--- config.mk ---
export PLATFORM = sky130hd
export DESIGN_NAME = z80_bank_bridge
export DESIGN_NICKNAME = d
export VERILOG_FILES = /design/src/rtl/z80_bank_bridge_pkg.sv /design/src/rtl/z80_bank_reg.sv /design/src/rtl/z80_bank_bridge.sv
export SDC_FILE = /design/constraint.sdc
export NUM_CORES = 1
export LEC_CHECK = 0
export ABC_AREA = 1
export ABC_CLOCK_PERIOD_IN_PS = 1400
export CAP_MARGIN = 0
export CORE_MARGIN = 2
export CORE_UTILIZATION = 41
export DETAILED_ROUTE_END_ITERATION = 10
export GPL_TIMING_DRIVEN = 0
export PLACE_DENSITY = 0.77
export SYNTH_ARGS = -nofsm -noshare
export SYNTH_HDL_FRONTEND = slang
export SYNTH_SLANG_ARGS = --single-unit
--- constraint.sdc ---
create_clock -name MCLK -period 1.4 [get_ports MCLK]
set_input_delay 0.21 -clock MCLK [delete_from_list [all_inputs] [get_ports MCLK]]
set_output_delay 0.21 -clock MCLK [all_outputs]
set_load 0.01 [all_outputs]
--- src/rtl/z80_bank_bridge_pkg.sv ---
// z80_bank_bridge_pkg: shared widths and sequencer state encoding for the Z80-to-68k bank bridge.
package z80_bank_bridge_pkg;
   localparam int BANK_W = 9;
   localparam int ZA_W = 15;
   localparam int VA_W = 23;
   typedef enum logic [2:0] {IDLE, REQ, OWN, STRB, REL, DONE} state_t;
endpackage

--- src/rtl/z80_bank_reg.sv ---
// z80_bank_reg: 9-bit bank register loaded serially, one bit per Z80 bank write.
module z80_bank_reg
   import z80_bank_bridge_pkg::*;
(
   input  logic              MCLK,
   input  logic              RESET,
   input  logic              bank_wr,
   input  logic              z_d0,
   output logic [BANK_W-1:0] bank
);
   always_ff @(posedge MCLK)
      if (RESET) bank <= '0;
      else if (bank_wr) bank <= {z_d0, bank[BANK_W-1:1]};
endmodule

--- src/rtl/z80_bank_bridge.sv ---
// z80_bank_bridge: steals the 68k bus for one byte cycle per Z80 bank-window access, stalling the Z80 with WAIT.
module z80_bank_bridge
   import z80_bank_bridge_pkg::*;
#(
   parameter int SETUP_CYC = 1,
   parameter int TIMEOUT = 255
) (
   input  logic            MCLK,
   input  logic            RESET,
   input  logic            z_win,
   input  logic            z_rd,
   input  logic [14:0]     z_a,
   input  logic [7:0]      z_din,
   input  logic            bank_wr,
   input  logic            z_d0,
   input  logic            bg,
   input  logic            as_busy,
   input  logic            bgack_ext,
   input  logic            dtack,
   input  logic [15:0]     vd_in,
   output logic            z_wait,
   output logic            br,
   output logic            bgack,
   output logic            as,
   output logic            uds,
   output logic            lds,
   output logic            rw,
   output logic [22:0]     va,
   output logic [15:0]     vd_out,
   output logic [7:0]      z_dout,
   output logic            err
);
   localparam logic [2:0] SETUP_W = 3'(SETUP_CYC);
   localparam logic [7:0] TMO_LAST = 8'(TIMEOUT - 1);
   state_t state;
   logic [BANK_W-1:0] bank;
   logic [2:0] scnt;
   logic [7:0] tcnt;
   logic a0;
   z80_bank_reg u_bank (
      .MCLK(MCLK),
      .RESET(RESET),
      .bank_wr(bank_wr),
      .z_d0(z_d0),
      .bank(bank)
   );
   assign z_wait = (state == IDLE) ? z_win : (state != DONE);
   // tcnt counts completed STRB cycles, so the last allowed cycle sees TIMEOUT-1
   assign err = (state == STRB) && !dtack && (tcnt == TMO_LAST) && !RESET;
   always_ff @(posedge MCLK)
      if (RESET) begin
         state <= IDLE;
         br <= 1'b0;
         bgack <= 1'b0;
         as <= 1'b0;
         uds <= 1'b0;
         lds <= 1'b0;
         rw <= 1'b0;
         va <= '0;
         vd_out <= '0;
         z_dout <= '0;
         a0 <= 1'b0;
         scnt <= '0;
         tcnt <= '0;
      end else
         case (state)
            IDLE: if (z_win) begin
               state <= REQ;
               br <= 1'b1;
            end
            REQ: if (bg && !as_busy && !bgack_ext) begin
               state <= OWN;
               br <= 1'b0;
               bgack <= 1'b1;
               va <= {bank, z_a[14:1]};
               rw <= z_rd;
               vd_out <= {z_din, z_din};
               a0 <= z_a[0];
               scnt <= 3'd1;
            end
            OWN: if (scnt >= SETUP_W) begin
               state <= STRB;
               as <= 1'b1;
               uds <= !a0;
               lds <= a0;
               tcnt <= '0;
            end else scnt <= scnt + 3'd1;
            STRB: if (dtack || tcnt >= TMO_LAST) begin
               state <= REL;
               as <= 1'b0;
               uds <= 1'b0;
               lds <= 1'b0;
               z_dout <= !dtack ? 8'hFF : !rw ? z_dout : a0 ? vd_in[7:0] : vd_in[15:8];
            end else tcnt <= tcnt + 8'd1;
            REL: begin
               state <= DONE;
               bgack <= 1'b0;
            end
            DONE: if (!z_win) state <= IDLE;
            default: state <= IDLE;
         endcase
endmodule

# After elaboration in Yosys (flattened, before gate mapping)
# Cells that the tools add are included.
[op_classes]
addsub = 2
reduce_logical = 24
n_eq_ne = 15
n_lt_le_gt_ge = 2
n_mux = 28
[op_table]
columns = ["operator", "count"]
rows = [
  ["8-bit 2-to-1 mux", 5],
  ["3-bit 2-to-1 mux", 7],
  ["3-bit one-hot mux with 6 select lines", 1],
  ["8-bit one-hot mux with 2 select lines", 1],
  ["3-bit AND reduction", 5],
  ["2-bit inequality test, second input constant", 6],
  ["1-bit one-hot mux with 2 select lines", 5],
  ["8-bit by 1-bit adder with 8-bit output, second input constant", 1],
  ["8-bit equality test, second input constant", 1],
  ["8-bit greater-or-equal comparator, second input constant", 1],
  ["1-bit 2-to-1 mux", 8],
  ["2-bit nonzero test", 4],
  ["3-bit by 2-bit equality test with 1-bit output, second input constant", 2],
  ["3-bit equality test, second input constant", 2],
  ["3-bit one-hot mux with 2 select lines", 1],
  ["1-bit logical AND", 5],
  ["1-bit zero test", 5],
  ["5-bit AND reduction", 1],
  ["2-bit by 1-bit inequality test with 1-bit output, second input constant", 2],
  ["2-bit AND reduction", 2],
  ["3-bit by 1-bit adder with 3-bit output, second input constant", 1],
  ["3-bit by 1-bit equality test with 1-bit output, second input constant", 1],
  ["3-bit by 1-bit greater-or-equal comparator with 1-bit output, second input constant", 1],
  ["3-bit zero test", 1],
  ["other kinds (2)", 2],
]
[word_totals]
wordCells = 85
in_bits = 49
regBits = 77

# Logic depth before layout (Yosys ltp)
# Gate-level depths: netlist of the first run.
[depth]
word_depth = 5
ltp_mapped = 11
mapped_depth_nobuf = 11

# Hierarchy
# From an unflattened synthesis of the first run, not the netlist that was laid out.
[hier_totals]
cells_unflattened = 448
hier_area_um2 = 3106.7
[by_module_without_submodules]
columns = ["module", "instances", "cells_per_inst", "area_per_inst_um2", "seq_area_each_um2"]
rows = [
  ["z80_bank_bridge", 1, 391, 2723.9, 1201.2],
  ["z80_bank_reg", 1, 57, 382.9, 180.2],
]

# Worst setup path after synthesis of the first run
# OpenSTA, ideal clock, no wires.
[synth_path]
path_kind = "reg2reg"
start = "register tcnt[0]"
end = "register z_dout[0]"
path_stages_with_launch = 11
setup_ps = 116
path_buffers = 0
arrival_ps = 1227
period_less_slack_ps = 1342
path_slack_ps = 58
cell_sequence = "dfxtp_1 > inv_1 > ha_1 > inv_1 > nor2_1 > nand2_1 > nand3_1 > nand2_2 > clkinv_2 > nor2_1 > nor2_1"
[synth_via]
elab_chain_cells = 3
[synth_rtl]
columns = ["item", "line", "source"]
rows = [
  ["from (decl)", "z80_bank_bridge.sv:38", "logic [7:0] tcnt;"],
  ["from (signal assigned)", "z80_bank_bridge.sv:94", "end else tcnt <= tcnt + 8'd1;"],
  ["8-bit greater-or-equal comparator", "z80_bank_bridge.sv:88", "STRB: if (dtack || tcnt >= TMO_LAST) begin"],
  ["1-bit logical OR", "z80_bank_bridge.sv:88", ""],
  ["3-bit AND reduction (no source line)", "--", ""],
  ["to (signal assigned)", "z80_bank_bridge.sv:93", "z_dout <= !dtack ? 8'hFF : !rw ? z_dout : a0 ? vd_in[7:0] : vd_in[15:8];"],
  ["to (decl)", "z80_bank_bridge.sv:30", "output logic [7:0] z_dout,"],
]
# Every way passes these cells.
# A chain may end at the register's enable or synchronous reset.

# Worst setup path after layout of the first run
[layout_path]
start = "register state[2]"
end = "output err"
[layout_via]
elab_chain_cells = 4
[layout_rtl]
columns = ["item", "line", "source"]
rows = [
  ["from (decl)", "z80_bank_bridge.sv:35", "state_t state;"],
  ["from (signal assigned)", "z80_bank_bridge.sv:52", "state <= IDLE;"],
  ["from (signal assigned)", "z80_bank_bridge.sv:68", "state <= REQ;"],
  ["from (signal assigned)", "z80_bank_bridge.sv:72", "state <= OWN;"],
  ["3-bit by 2-bit equality test with 1-bit output", "z80_bank_bridge.sv:49", "assign err = (state == STRB) && !dtack && (tcnt == TMO_LAST) && !RESET;"],
  ["1-bit logical AND (3 in series)", "z80_bank_bridge.sv:49", ""],
  ["to (decl)", "z80_bank_bridge.sv:31", "output logic err"],
]
# Every way passes these cells.

==> results of run 1 <==
-- worst reg2reg max path, delay by kind of cell (launching register included) --
family | cells | cell delay (ns)
AOI/OAI and AO/OA | 1 | 0.15
DFF | 1 | 0.36
and+or+nand+nor | 4 | 0.52
buffers and inverters | 3 | 0.49
-- through the flow --
stage	setup TNS [ns]	worst slack (ns)	util, %	std cells
3_5_place_dp	-20.66	-0.653	57.6	617
2_1_floorplan	0	0.0577	-	416
5_1_grt	-10.42	-0.351	70.1	665
4_1_cts	-0.772	-0.269	62.1	643
6_report	-6.23	-0.319	70.1	665
3_3_place_gp	-18.69	-0.696	57.6	617
-- routing by layer --
layer,vias to the layer above,GRT usage (%)
met5,-,0
met4,0,7.87
met2,139,33.2
li1,1625,-
met1,1509,25.5
met3,26,5.08
-- cell families (layout without fill, tap and decap cells) --
family	after synthesis	count (layout)	synth area share, %
AO/OA/AOI/OAI	80	80	14.0
buffers and inverters	55	204	9.41
AND/OR/NAND/NOR	206	207	28.1
XOR/XNOR	2	2	0.586
adder cells (fa/ha/maj)	4	4	1.67
flip-flops	69	69	46.2
-- path summary, 6_finish.rpt --
path | end | slack (ns) | cells after the start
setup reg to reg | scnt[1]$_SDFFE_PP0P_ | -0.20 | 8
hold reg to reg | br$_SDFFE_PP0P_ | 0.46 | 2
setup / recovery | err | -0.32 | 6
hold / removal | u_bank.bank[3]$_SDFFE_PP0P_ | 0.30 | 3
-- where the power goes --
group	internal [uW]	switching (uW)	total, uW	leakage (uW)
logic	913	1110	2030	0.00157
clock network	731	776	1510	0.0000921
registers	2180	163	2350	0.000570
total	3830	2050	5880	0.00223
-- synth_stat cells, types with 2 or more instances --
master	count	share of area (%)
o21ai_0	50	8.4
clkbuf_1	9	1.1
inv_2	2	0.25
nor3_1	2	0.33
o21ai_1	6	1.0
nor2_1	115	14
buf_6	5	1.9
nand2_2	3	0.63
nand3_1	22	3.7
nand2_1	57	7.2
dfxtp_1	69	46
a21oi_1	18	3.0
ha_1	4	1.7
buf_4	9	2.3
inv_1	24	3.0
clkinv_1	3	0.38
-- cells in the final DEF (no fill, tap or decap), drive strengths merged --
cell type and instances:
nor2 116, dfxtp 69, nand2 61, o21ai 57, dlygate4sd2 53, buf 47
clkdlybuf4s50 46, inv 25, nand3 23, clkbuf 23, a21oi 19, clkinv 7
ha 4, nor3 3, clkinvlp 2, nand4 2, nor4 1, a211oi 1
o21bai 1, xor2 1, a31o 1, o211ai 1, xnor2 1, or2 1
dlymetal6s2s 1
-- registers in the layout, summed over array words and instances, names as in the netlist, 3 cells and up --
| signal | flops |
|---|---|
| z_dout | 8 |
| state | 3 |
| va | 23 |
| tcnt | 8 |
| scnt | 3 |
| u_bank.bank | 9 |
| vd_out | 8 |
-- cell type report --
class                      count  area, sq um  share of cell area [%]
inverter                      30          140                    2.79
sequential                    69         1420                    28.2
clock inverter                 4         22.5                   0.448
timing repair buffer         133         1260                    25.0
buffer                        25          203                    4.03
multi-input combinational    293         1710                    33.9
tap                           99          124                    2.46
clock buffer                  12          155                    3.08
-- timing repair --
action | 4_1_cts | 5_1_grt
hold buffers | 0 | 0
setup buffers | 8 | 19
cloned | 2 | 4
endpoints found under the setup margin | 107 | 66
gates resized for setup | 113 | 139
pin swaps | 6 | 22
==> reports/qor.txt, run 1 <==
pin slew with the least headroom to its limit: 0.616 ns
cells after synthesis: 416
Final Total Pwr: 5880 uW
CP Capture Type: primary output
Die X: 89.4 microns
clock insertion delay at the later pin of the skew report: 0.35 ns
worst setup margin: -0.319 ns
VDD IR max: 0.544 mV
Final Cell Area: 5030 sq um
worst hold start: bank_wr
core area: 7180 sq um
Setup violations, final: 57
pin count of the biggest net entering global routing: 12
Hold WC Path Type: in -> reg
Final HPWL DP: 5730 microns
sequential area share after synthesis: 46.2%
DRT met1 WL: 3920 microns
worst clock skew: 0.00992 ns
Iteration-0 DRC Markers: 163
nets: 614
Yosys reg bits: 69
RSZ-0062 raised after global routing: true
Max Slew Vio Count: 0
Unique masters post-synth: 34
max incr delay on CP: 0.36 ns
Fmax: 582 MHz
slew margin rel.: 58.9%
Row Count: 31
Async S/R FF share, synth: 0%
vias per inst: 4.96
hold_ws: 0.304 ns
Period Utilization, post-route: 123%
CP max FO: 5
Reg clk slew, reported paths: 0.08 ns
DR top layer: met4
TritonCTS Sinks: 69
port bufs: 102
Final min period: 1.72 ns
total grt overflow: 0
Cell Pwr Density: 1170 nW/um^2
Leak Pwr: 0.00223 uW
final hold vios: 0
Filler cells: 530
Crit. Startpoint: state[2]$_SDFFE_PP0P_
Post-Syn Area: 2990 sq um
CP Class: reg -> out
Area after DPL: 4140 sq um
Primary FF master, synth: dfxtp_1
Pre-antenna DRT Iters: 5
Ys Warns: 0
CTS buffer count: 9
CTS Root Cell: clkbuf_8
Starting Density: 41.7%
Die ar.: 8000 sq um
outcome: finished, violations left
GPL Wtd Cong: 0.887
first-pass GRT wire length: 12,400 microns
Area growth syn-to-layout: 68.1%
Slowest-stage cell, CP: dfxtp_4
initial antenna violation count: 0
I/O Pins: 104
largest delay contributor family on the critical path: simple AND/OR/NAND/NOR gates
routed wire length per instance: 14.2 microns
layout cell share with drive strength beyond 1: 29.7%
Req. time, crit path: 1.19 ns
Die Y: 89.4 microns
syn nets: 469
H-tree depth: 3
Worst Path Arrival: 1.51 ns
CTS tree: done
Mean Syn Cell Area: 7.19 sq um
met2 routed WL: 4660 microns
vias in the first global route: 2,725
antenna-violating nets left: 0
Diodes inserted: 0
vias: 3,299
CP cell instances: inv_4, nand2_4, nor2_4, clkinv_4, nor4_4, buf_2
number of flops mapped to enable cells by yosys: 0
failing checks: setup timing
drt total wl: 9470 microns
max cap viols: 0
metal3 WL: 651 microns
reg2reg start: state[1]$_SDFFE_PP0P_
GRT Total Usage: 20.2%
critical path buffer and inverter count: 3
# DRC: 0
clock buffer depth: 2
Worst setup SP type: flop
Power figures use the tool's default switching activity.
==> run 2: changes to the inputs <==
--- a/config.mk
+++ b/config.mk
@@ -8,7 +8,6 @@
 export ABC_AREA = 1
 export ABC_CLOCK_PERIOD_IN_PS = 1400
 export CAP_MARGIN = 0
-export CORE_MARGIN = 2
 export CORE_UTILIZATION = 41
 export DETAILED_ROUTE_END_ITERATION = 10
 export GPL_TIMING_DRIVEN = 0
==> reports/qor.txt, run 2 (synthesis results as in run 1) <==
reg2reg start: state[2]$_SDFFE_PP0P_
GRT Total Usage: 22.1%
I/O Pins: 104
R2R setup slack: -0.17 ns
Final HPWL DP: 5480 microns
vias in the first global route: 2,905
Die ar.: 7640 sq um
Iteration-0 DRC Markers: 134
Max Slew Vio Count: 0
CP Capture Type: primary output
max cap viols: 0
Largest regs: va: 23 flops, u_bank.bank: 9 flops
Area after DPL: 4130 sq um
RSZ-0062 raised after global routing: true
# DRC: 0
outcome: finished, violations left
commonest non-fill, non-tap cell in the layout: nor2_1
vias per inst: 4.88
pin count of the biggest net entering global routing: 13
Fmax: 610 MHz
vias: 3,232
antenna-violating nets left: 0
Req. time, crit path: 1.19 ns
VDD IR max: 0.541 mV
Die X: 87.4 microns
DRT met1 WL: 3590 microns
post-place setup slack: -0.664 ns
GPL Wtd Cong: 0.920
Leak Pwr: 0.00223 uW
Area growth syn-to-layout: 68.5%
cell count after placement: 614
Filler cells: 524
Hold WC Path Type: in -> reg
Period Utilization, post-route: 117%
Row Count: 30
Diodes inserted: 0
Pre-antenna DRT Iters: 5
clock buffer depth: 2
slew margin rel.: 53.6%
routed wire length per instance: 13.4 microns
post-cts hold buffer count: 0
CTS tree: done
met2 routed WL: 4500 microns
initial antenna violation count: 0
pin slew with the least headroom to its limit: 0.697 ns
DR top layer: met4
drt total wl: 8900 microns
most frequent cells in the layout: nor2_1 (106), dfxtp_1 (53), dlygate4sd2_1 (53)
Largest register FFs: 23
Setup violations, final: 65
Final min period: 1.64 ns
core area: 6910 sq um
Cell Pwr Density: 1260 nW/um^2
port bufs: 102
worst hold start: bank_wr
layout cell share with drive strength beyond 1: 29.5%
worst clock skew: 0.00850 ns
final hold vios: 0
metal3 WL: 666 microns
largest register by flop count: va
Worst Path Arrival: 1.43 ns
Worst setup SP type: flop
non-filler cells, final: 662
TritonCTS Sinks: 69
Crit. Startpoint: state[2]$_SDFFE_PP0P_
failing checks: setup timing
CP Class: reg -> out
H-tree depth: 3
CTS buffer count: 9
nets: 614
total grt overflow: 0
Final Cell Area: 5040 sq um
first-pass GRT wire length: 13,200 microns
Starting Density: 43.3%
CTS Root Cell: clkbuf_8
worst setup margin: -0.238 ns
Die Y: 87.4 microns
clock insertion delay at the later pin of the skew report: 0.35 ns
Reg clk slew, reported paths: 0.08 ns
CP max FO: 5
-- run 2: critical path, stage by stage (launching register included) --
cell,delay [ns]
dfxtp_4,0.37
inv_4,0.07
nand2_4,0.06
nor2_4,0.12
clkinv_4,0.09
nor4_4,0.21
buf_2,0.17
-- run 2: repair_timing --
item / in CTS / in global routing
pin swaps: 9 / 25
cloned: 2 / 1
resized for setup: 121 / 120
buffers inserted: 11 / 21
endpoints found under the setup margin: 107 / 67
-- run 2: layer usage --
metal | global-route usage [%] | vias to the layer above
met2 | 38.5 | 123
met4 | 8.49 | 0
li1 | - | 1614
met3 | 4.55 | 17
met1 | 26.8 | 1478
met5 | 0 | -
-- run 2: worst paths after layout --
kind	to	cells past startpoint
max	err	6
max reg2reg	z_dout[5]$_SDFFE_PP0P_	10
min	u_bank.bank[2]$_SDFFE_PP0P_	3
min reg2reg	br$_SDFFE_PP0P_	2
-- run 2: final cells by class --
type                            count  area (sq um)  area share [%]
Buffer                             25           201            4.00
Clock buffer                       11           151            3.00
Clock inverter                      5          58.8            1.17
Inverter                           30           143            2.83
Multi-Input combinational cell    293          1730            34.3
Sequential cell                    69          1420            28.2
Tap cell                           96           120            2.38
Timing Repair Buffer              133          1210            24.1
-- run 2: power by group --
part / switching, uW / internal (uW)
clock: 788 / 919
sequential: 176 / 2190
combinational: 1190 / 1080
-- run 2: stage by stage --
| stage | hold WS, ns | power (uW) | util, % | TNS (ns) |
|---|---|---|---|---|
| 3_5_place_dp | 0.454 | 3780 | 59.8 | -22.21 |
| 6_report | 0.301 | 6340 | 73.0 | -6.34 |
| 2_1_floorplan | 0.345 | 3170 | - | 0 |
| 5_1_grt | 0.361 | 6660 | 73.0 | -11.04 |
| 3_3_place_gp | 0.446 | 3750 | 59.8 | -19.90 |
| 4_1_cts | 0.296 | 5620 | 65.3 | -0.802 |
==> run 3: changes to the inputs <==
--- a/config.mk
+++ b/config.mk
@@ -5,7 +5,6 @@
 export SDC_FILE = /design/constraint.sdc
 export NUM_CORES = 1
 export LEC_CHECK = 0
-export ABC_AREA = 1
 export ABC_CLOCK_PERIOD_IN_PS = 1400
 export CAP_MARGIN = 0
 export CORE_UTILIZATION = 41
==> reports/qor.txt, run 3 <==
Ys Warns: 0
Synth top area share: 46.6%
Hold Crit Depth: 3
Die ar.: 7570 sq um
hold_ws: 0.450 ns
final hold vios: 0
RSZ-0062 raised after global routing: true
sequential area share after synthesis: 46.6%
CP max FO: 5
vias in the first global route: 2,938
core area: 6910 sq um
Worst Path Arrival: 1.45 ns
pin count of the biggest net entering global routing: 12
vias: 3,125
Cell Pwr Density: 807 nW/um^2
Fmax: 604 MHz
Area after DPL: 4140 sq um
drt total wl: 9930 microns
setup tns final: -9.05 ns
# DRC: 0
H-tree depth: 3
failing checks: setup timing
CTS Root Cell: clkbuf_8
CP Class: reg -> out
Reg clk slew, reported paths: 0.07 ns
Iteration-0 DRC Markers: 103
max incr delay on CP: 0.33 ns
Setup violations, final: 61
Primary FF master, synth: dfxtp_1
largest register by flop count: va
Final Total Pwr: 4280 uW
worst clock skew: 0.00674 ns
max cap viols: 0
Hold WC Path Type: in -> reg
non-filler cells, final: 598
most frequent cells in the layout: dfxtp_1 (54), dlygate4sd2_1 (53), clkdlybuf4s50_1 (47)
cell count after placement: 544
initial antenna violation count: 0
CTS tree: done
pin slew with the least headroom to its limit: 0.699 ns
Req. time, crit path: 1.19 ns
commonest non-fill, non-tap cell in the layout: dfxtp_1
Die Y: 87.0 microns
CP Capture Type: primary output
outcome: finished, violations left
antenna-violating nets left: 0
syn nets: 399
worst setup margin: -0.256 ns
Final min period: 1.66 ns
cells after synthesis: 346
port bufs: 102
TritonCTS Sinks: 69
RR Endpoint: z_dout[1]$_SDFFE_PP0P_
GRT Total Usage: 22.8%
Slowest-stage cell, CP: dfxtp_2
slew margin rel.: 53.4%
layout cell share with drive strength beyond 1: 42.0%
number of flops mapped to enable cells by yosys: 0
commonest cells in the netlist: nand2_1 (76), dfxtp_1 (69), a21oi_1 (46)
Starting Density: 42.9%
Pre-antenna DRT Iters: 4
Largest register FFs: 23
total grt overflow: 0
Period Utilization, post-route: 118%
Mean Syn Cell Area: 8.57 sq um
first-pass GRT wire length: 13,400 microns
post-cts hold buffer count: 0
reg2reg start: state[2]$_SDFFE_PP0P_
worst hold start: z_a[1]
Post-Syn Area: 2960 sq um
nets: 550
Async S/R FF share, synth: 0%
most common cell in the netlist: nand2_1
Leak Pwr: 0.00240 uW
routed wire length per instance: 16.6 microns
CTS buffer count: 9
VDD IR max: 0.705 mV
Die X: 87.0 microns
Max Slew Vio Count: 0
I/O Pins: 104
clock buffer depth: 2
top cell type by total area after synthesis: dfxtp_1
Largest regs: va: 23 flops, u_bank.bank: 9 flops
Row Count: 30
largest cells by area after synthesis: dfxtp_1 (47%), nand2_1 (9.6%), a21oi_1 (7.8%)
R2R setup slack: -0.22 ns
CP cell instances: buf_6, and4bb_4, and4b_1, buf_2
Worst setup SP type: flop
Final Cell Area: 5310 sq um
clock insertion delay at the later pin of the skew report: 0.33 ns
Area growth syn-to-layout: 79.1%
worst hold endpoint: va[0]$_SDFFE_PP0P_
GPL Wtd Cong: 0.749
vias per inst: 5.23
Diodes inserted: 0
Yosys reg bits: 69
Unique masters post-synth: 44
Worst R2R Path Depth: 7
Final HPWL DP: 5410 microns
[run 3: report_power, final]
part	internal, uW	switching, uW
Sequential	2000	35.0
Clock	732	738
Combinational	408	369
[run 3: timing repair]
item | in CTS | in global routing
pin swaps | 18 | 74
setup endpoints to repair | 123 | 70
gates cloned | 2 | 1
resized for setup | 130 | 140
buffers inserted | 21 | 17
[run 3: layout make-up]
| cell class | count | area [sq um] |
|---|---|---|
| inverter | 5 | 18.8 |
| multi-input combinational | 242 | 2000 |
| tap | 96 | 120 |
| timing repair buffer | 142 | 1330 |
| clock buffer | 12 | 155 |
| buffer | 28 | 244 |
| clock inverter | 4 | 22.5 |
| sequential | 69 | 1410 |
| fill | 430 | 1600 |
[run 3: how the worst max path moves through the flow]
| stage | start | endpoint | slack (ns) | cells past startpoint |
|---|---|---|---|---|
| after detailed placement | bg | va[13]$_SDFFE_PP0P_ | -0.78 | 6 |
| final | state[2]$_SDFFE_PP0P_ | err | -0.26 | 4 |
| after global routing | state[2]$_SDFFE_PP0P_ | err | -0.31 | 4 |
| after global placement | bg | va[15]$_SDFFE_PP0P_ | -0.79 | 6 |
| after floorplan | tcnt[0]$_SDFFE_PP0P_ | tcnt[7]$_SDFFE_PP0P_ | -0.1 | 6 |
| after CTS | state[2]$_SDFFE_PP0P_ | err | -0.26 | 4 |
[run 3: metal layers]
layer	global-route usage (%)	part of all wire, %	vias up
met3	3.60	3.6	25
met1	27.3	40	1518
met2	40.2	54	92
met5	0	0	-
met4	10.0	2.5	0
li1	-	-	1490
[run 3: stage by stage]
stage,util (%),setup WS [ns]
2_1_floorplan,-,-0.0958
4_1_cts,67.6,-0.257
3_3_place_gp,60.0,-0.787
6_report,76.8,-0.256
5_1_grt,76.8,-0.306
3_5_place_dp,60.0,-0.784
[run 3: cells by family after synthesis]
| family | synth area share (%) |
|---|---|
| AO/OA/AOI/OAI | 15.6 |
| XOR/XNOR | 0.887 |
| adder cells (fa/ha/maj) | 1.69 |
| buffers and inverters | 6.46 |
| flip-flops | 46.6 |
| multiplexers | 5.74 |
| AND/OR/NAND/NOR | 23.0 |
[run 3: critical path: cells and delay by family, from the launching register on]
family / cells / cell delay, ns
DFF: 1 / 0.33
buffers and inverters: 2 / 0.26
and+or+nand+nor: 2 / 0.52
